--- src/rtl/imem_program_loader.sv ---
// Byte-stream program loader: assembles big-endian words from a length-prefixed,
// XOR-checksummed stream and writes them into instruction memory, gating core reset.
module imem_program_loader #(
  parameter logic [31:0] BASE_ADDR = 32'h0000_0000,
  parameter int unsigned MAX_WORDS = 256
) (
  input  logic        clk,
  input  logic        rst,
  input  logic        start,
  input  logic        in_valid,
  input  logic [7:0]  in_data,
  output logic        in_ready,
  output logic        imem_we,
  output logic [31:0] imem_addr,
  output logic [31:0] imem_wdata,
  output logic        cpu_hold,
  output logic        busy,
  output logic        done,
  output logic        error,
  output logic [15:0] words_written
);

  typedef enum logic [2:0] {
    StIdle, StLenHi, StLenLo, StData, StChk, StDone, StErr
  } state_e;

  state_e      state_q, state_d;
  logic [15:0] count_q, count_d;
  logic [1:0]  byte_idx_q, byte_idx_d;
  logic [23:0] word_q, word_d;
  logic [7:0]  chk_q, chk_d;
  logic        we_q, we_d;
  logic [31:0] addr_q, addr_d;
  logic [31:0] wdata_q, wdata_d;
  logic        hold_q, hold_d;
  logic        busy_q, busy_d;
  logic        done_q, done_d;
  logic        error_q, error_d;
  logic [15:0] ww_q, ww_d;

  logic        accept;
  logic [15:0] len_full;

  always_ff @(posedge clk or negedge rst) begin
    if (!rst) begin
      state_q    <= StIdle;
      count_q    <= '0;
      byte_idx_q <= '0;
      word_q     <= '0;
      chk_q      <= '0;
      we_q       <= 1'b0;
      addr_q     <= '0;
      wdata_q    <= '0;
      hold_q     <= 1'b1;
      busy_q     <= 1'b0;
      done_q     <= 1'b0;
      error_q    <= 1'b0;
      ww_q       <= '0;
    end else begin
      state_q    <= state_d;
      count_q    <= count_d;
      byte_idx_q <= byte_idx_d;
      word_q     <= word_d;
      chk_q      <= chk_d;
      we_q       <= we_d;
      addr_q     <= addr_d;
      wdata_q    <= wdata_d;
      hold_q     <= hold_d;
      busy_q     <= busy_d;
      done_q     <= done_d;
      error_q    <= error_d;
      ww_q       <= ww_d;
    end
  end

  always_comb begin
    state_d    = state_q;
    count_d    = count_q;
    byte_idx_d = byte_idx_q;
    word_d     = word_q;
    chk_d      = chk_q;
    we_d       = 1'b0;
    addr_d     = addr_q;
    wdata_d    = wdata_q;
    hold_d     = hold_q;
    busy_d     = busy_q;
    done_d     = done_q;
    error_d    = error_q;
    ww_d       = ww_q;

    in_ready = (state_q == StLenHi) || (state_q == StLenLo) ||
               (state_q == StData)  || (state_q == StChk);
    accept   = in_valid && in_ready;
    len_full = {count_q[15:8], in_data};

    unique case (state_q)
      StIdle, StDone, StErr: begin
        if (start) begin
          state_d    = StLenHi;
          done_d     = 1'b0;
          error_d    = 1'b0;
          ww_d       = '0;
          chk_d      = '0;
          byte_idx_d = '0;
          hold_d     = 1'b1;
          busy_d     = 1'b1;
        end
      end
      StLenHi: begin
        if (accept) begin
          count_d[15:8] = in_data;
          chk_d         = chk_q ^ in_data;
          state_d       = StLenLo;
        end
      end
      StLenLo: begin
        if (accept) begin
          count_d = len_full;
          chk_d   = chk_q ^ in_data;
          if ({16'h0000, len_full} > MAX_WORDS) begin
            state_d = StErr;
            error_d = 1'b1;
            busy_d  = 1'b0;
          end else if (len_full == 16'h0000) begin
            state_d = StChk;
          end else begin
            state_d = StData;
          end
        end
      end
      StData: begin
        if (accept) begin
          chk_d      = chk_q ^ in_data;
          word_d     = {word_q[15:0], in_data};
          byte_idx_d = byte_idx_q + 2'd1;
          if (byte_idx_q == 2'd3) begin
            // Registered strobe gives the fixed one-cycle write latency.
            we_d    = 1'b1;
            addr_d  = BASE_ADDR + {14'b0, ww_q, 2'b00};
            wdata_d = {word_q, in_data};
            ww_d    = ww_q + 16'd1;
            if (ww_q + 16'd1 == count_q) state_d = StChk;
          end
        end
      end
      StChk: begin
        if (accept) begin
          busy_d = 1'b0;
          if (in_data == chk_q) begin
            state_d = StDone;
            done_d  = 1'b1;
            hold_d  = 1'b0;
          end else begin
            state_d = StErr;
            error_d = 1'b1;
          end
        end
      end
      default: state_d = StIdle;
    endcase
  end

  assign imem_we       = we_q;
  assign imem_addr     = addr_q;
  assign imem_wdata    = wdata_q;
  assign cpu_hold      = hold_q;
  assign busy          = busy_q;
  assign done          = done_q;
  assign error         = error_q;
  assign words_written = ww_q;

endmodule

--- config.mk ---
export PLATFORM = sky130hd
export DESIGN_NAME = imem_program_loader
export DESIGN_NICKNAME = d
export VERILOG_FILES = /design/src/rtl/imem_program_loader.sv
export SDC_FILE = /design/constraint.sdc
export NUM_CORES = 1
export LEC_CHECK = 0
export ABC_AREA = 1
export CAP_MARGIN = 20
export CORE_MARGIN = 2
export CORE_UTILIZATION = 53
export CTS_CLUSTER_DIAMETER = 50
export DETAILED_ROUTE_END_ITERATION = 16
export PLACE_DENSITY = 0.85
export REMOVE_ABC_BUFFERS = 1
export SYNTH_ARGS = -nofsm -noshare
export SYNTH_HDL_FRONTEND = slang
export SYNTH_SLANG_ARGS = --single-unit
--- constraint.sdc ---
create_clock -name clk -period 2.6 [get_ports clk]
set_input_delay 0.52 -clock clk [delete_from_list [all_inputs] [get_ports clk]]
set_output_delay 0.52 -clock clk [all_outputs]
set_load 0.01 [all_outputs]
==> results.py <==
metrics = {
    "worst_setup_path": {
        "reg2regPathDepth": 15,
        "cp.depth": 4,
        "max_stage_delay_ns": 0.53,
        "setup.worst_path.end": "in_ready",
        "worst-setup-path-type": "register to primary output",
        "rr_endpoint": "state_q[0]",
        "crit_start": "state_q[2]",
        "critical_path_arrival_ns": 1.97,
        "crit_path_end_kind": "primary output",
        "crit_chain": "nor2_4, inv_2, nand2_1, clkdlybuf4s50_1",
        "path_delay_family": "buffers and inverters",
        "worst-path-buf-inv": 2,
        "critPathMaxFanout": 7,
        "cp-start-kind": "register",
        "r2r_slack_ns": 0.29,
        "crit_slowest_cell": "clkdlybuf4s50_1",
        "rr_startpoint": "words_written[0]",
        "worstPathRequired_ns": 2.08,
    },
    "pwr": {
        "power.total_mw": 6.61,
        "ir_drop_v": 0.000639,
        "powerDensity_nw_per_um2": 918,
        "cellLeakagePower_nw": 3.35,
    },
    "route": {
        "routedWlPerCell_um": 15.4,
        "postRouteWirelength_mm": 14.0,
        "avgViaCountPerCell": 5.37,
        "drt_iter0_drc": 359,
        "drc": 0,
        "vias": 4887,
        "first_pass_iters": 7,
        "postRouteAntennaNets": 0,
    },
    "logic_synthesis": {
        "yosys.area_share.simple": 0.240,
        "syn_avg_cell_area_um2": 8.38,
        "synth_area_leader_cell": "dfrtp_1",
        "syn_inst": 675,
        "ys_ff_latch": 122,
        "synthTopCellsByArea": "dfrtp_1 (54%), nand2_1 (13%), o21ai_0 (7.7%), inv_1 (4.2%), nand3_1 (4.1%)",
        "yosys.area_share.adder": 0.00442,
        "ys_warn_count": 0,
        "synth_compound_area_frac": 0.113,
        "synth_top_family_by_area": "simple AND/OR/NAND/NOR gates",
        "muxShareOfSynthArea": 0,
        "synth-xor-area-share": 0.0179,
        "yosysSeqAreaShare": 0.540,
        "synth.cell_area_um2": 5660,
        "yosysTopAreaCellShare": 0.535,
        "synth_cell_types": 35,
    },
    "floorplanning": {
        "rows": 37,
        "die_x_um": 107,
        "initial_core_util": 0.548,
        "io_pins": 98,
        "coreArea_um2": 10300,
        "die_height_um": 107,
        "die_area_um2": 11500,
    },
    "clocking": {
        "clkLatencyLatePin_ns": 0.52,
        "cts.htree.levels": 4,
        "cts-root-buf": "clkbuf_8",
        "cts_num_sinks": 122,
        "path_clk_slew_ns": 0.06,
        "clockBufferDepth": 2,
        "numCtsBuffers": 17,
        "cts_tree": "built",
    },
    "grt": {
        "grt_pass1_wl_mm": 23.1,
        "grtUsageTotal": 0.259,
        "grt_pass1_vias": 4810,
        "grt_busiest_layer": "met2",
        "met1_usage": 0.330,
        "grtUsageMet2": 0.426,
        "gr-total-overflow": 0,
        "grt_max_degree": 68,
        "antenna_found_initial": 0,
        "met3_usage": 0.0636,
    },
    "sta": {
        "hold_violations": 0,
        "clock_skew_ns": 0.0113,
        "fmax_ghz": 0.402,
        "grt_setup_unrepaired": "no",
        "tightest_slew_ns": 0.572,
        "finalMaxSlewViolations": 0,
        "max_slew_margin": 0.618,
        "post-route-period-util": 0.956,
        "final-setup-viol-count": 0,
        "tns_ns": 0,
        "timing.final.crit_period_ns": 2.49,
    },
    "place": {
        "dpl_cell_area_um2": 6560,
        "gp_congestion": 0.917,
        "dp_hpwl_mm": 9.61,
        "port-buffer-count": 81,
    },
    "worst_hold_path": {
        "hp-class": "primary input to async pin",
    },
    "final_layout": {
        "n_antenna_cell": 0,
        "multi_input_area_um2": 2200,
        "final_common_cell": "nand2_1",
        "layout-drive-gt1-share": 0.0827,
        "ff_latch_area_um2": 3050,
        "areaGrowthSynthToFinish_pct": 27.3,
        "finalNetCount": 776,
        "final_cell_mix": "nand2_1 (203), dfrtp_1 (121), o21ai_0 (87)",
        "final_area_um2": 7200,
        "fillers": 780,
    },
    "outcome": {
        "outcome": "complete, no violations",
    },
    "flow_run": {
        "drv_cap": 0,
    },
}
flip-flops by register name, summed over array words and instances, names as in the netlist:
signal         count
imem_wdata        32
word_q            24
count_q           16
imem_addr         16
words_written     16
chk_q              8
state_q            3
byte_idx_q         2
busy               1
cpu_hold           1
done               1
error              1
imem_we            1
cell families (layout without fill, tap and decap cells):
kind of cell / Yosys count / after routing
other cells: 1 / 16
xor+xnor: 10 / 10
simple gates: 315 / 315
compound gates: 120 / 120
buf+inv: 105 / 189
flops: 122 / 122
fa+ha+maj: 2 / 2
cells in the mapped netlist:
cell type and instances:
dfstp_2 1, nor2_4 3, and2_1 1, xnor3_1 1
nand3_1 46, or2_4 1, buf_2 8, clkbuf_1 11
nand3b_1 4, conb_1 1, or2_2 2, o21ai_0 87
o211ai_2 1, o21a_1 1, nor3_4 1, nand4_1 12
buf_6 1, buf_4 16, nand2_1 203, inv_1 64
o21bai_1 2, ha_1 2, o22ai_1 10, dfrtp_1 121
o21ai_2 1, nor2_1 30, o31ai_1 4, nand2_2 5
xor2_1 7, nor2_2 5, o21ai_1 12, nor3_1 2
xnor2_1 2, a21oi_1 2, inv_2 5
timing repair:
| item | 4_1_cts | 5_1_grt |
|---|---|---|
| setup buffers | 0 | 0 |
| hold buffers | 1 | 0 |
| gates resized for setup | 0 | 2 |
| hold endpoints to repair | 19 | 0 |
| setup endpoints to repair | 0 | 1 |
metal layers:
| layer | part of all wire | wire [um] |
|---|---|---|
| met1 | 0.43 | 6050 |
| met3 | 0.053 | 739 |
| met4 | 0.024 | 339 |
| met5 | 0 | 0 |
| met2 | 0.49 | 6860 |
per-stage QoR:
stage	utilization	hold slack [ns]	worst slack [ns]	std cells
6_report	0.697	0.447	0.114	910
5_1_grt	0.697	0.462	0.0174	910
4_1_cts	0.697	0.437	0.0174	910
3_5_place_dp	0.635	0.436	0.265	878
3_3_place_gp	0.635	0.429	0.278	878
2_1_floorplan	-	0.224	0.0292	654
power by group:
part	internal [mW]	switching, mW	total, mW
combinational	0.588	0.966	1.55
sequential	2.31	0.291	2.60
clock	1.63	0.825	2.45
total	4.53	2.08	6.61
layout make-up:
| class | instances | share of cell area |
|---|---|---|
| clock inverters | 10 | 0.0231 |
| repair buffers | 89 | 0.124 |
| clock buffers | 21 | 0.0638 |
| inverters | 69 | 0.0360 |
| flip-flops and latches | 122 | 0.424 |
| multi-input cells | 463 | 0.305 |
| well taps | 136 | 0.0236 |
worst reg2reg max path, stage by stage (launching register included):
cell and delay [ns]:
dfrtp_1 0.52, ha_1 0.28, nand2_1 0.18, nor2_4 0.20, nand2_1 0.07, nand2_1 0.07, and2_1 0.15, nor2_1 0.04
nor2_1 0.14, nand2_1 0.06, nor2_1 0.11, nand2_1 0.11, nand2_2 0.11, nand2_2 0.06, nand2_1 0.07, nand2_1 0.05
worst min path at each step:
stage	end	slack, ns
after global routing	count_q[2]	0.46
after CTS	word_q[0]	0.44
final	imem_wdata[1]	0.45
after floorplan	busy	0.22
after detailed placement	words_written[0]	0.44
after global placement	words_written[0]	0.43
Note: power is estimated with default switching activity, not from simulation.
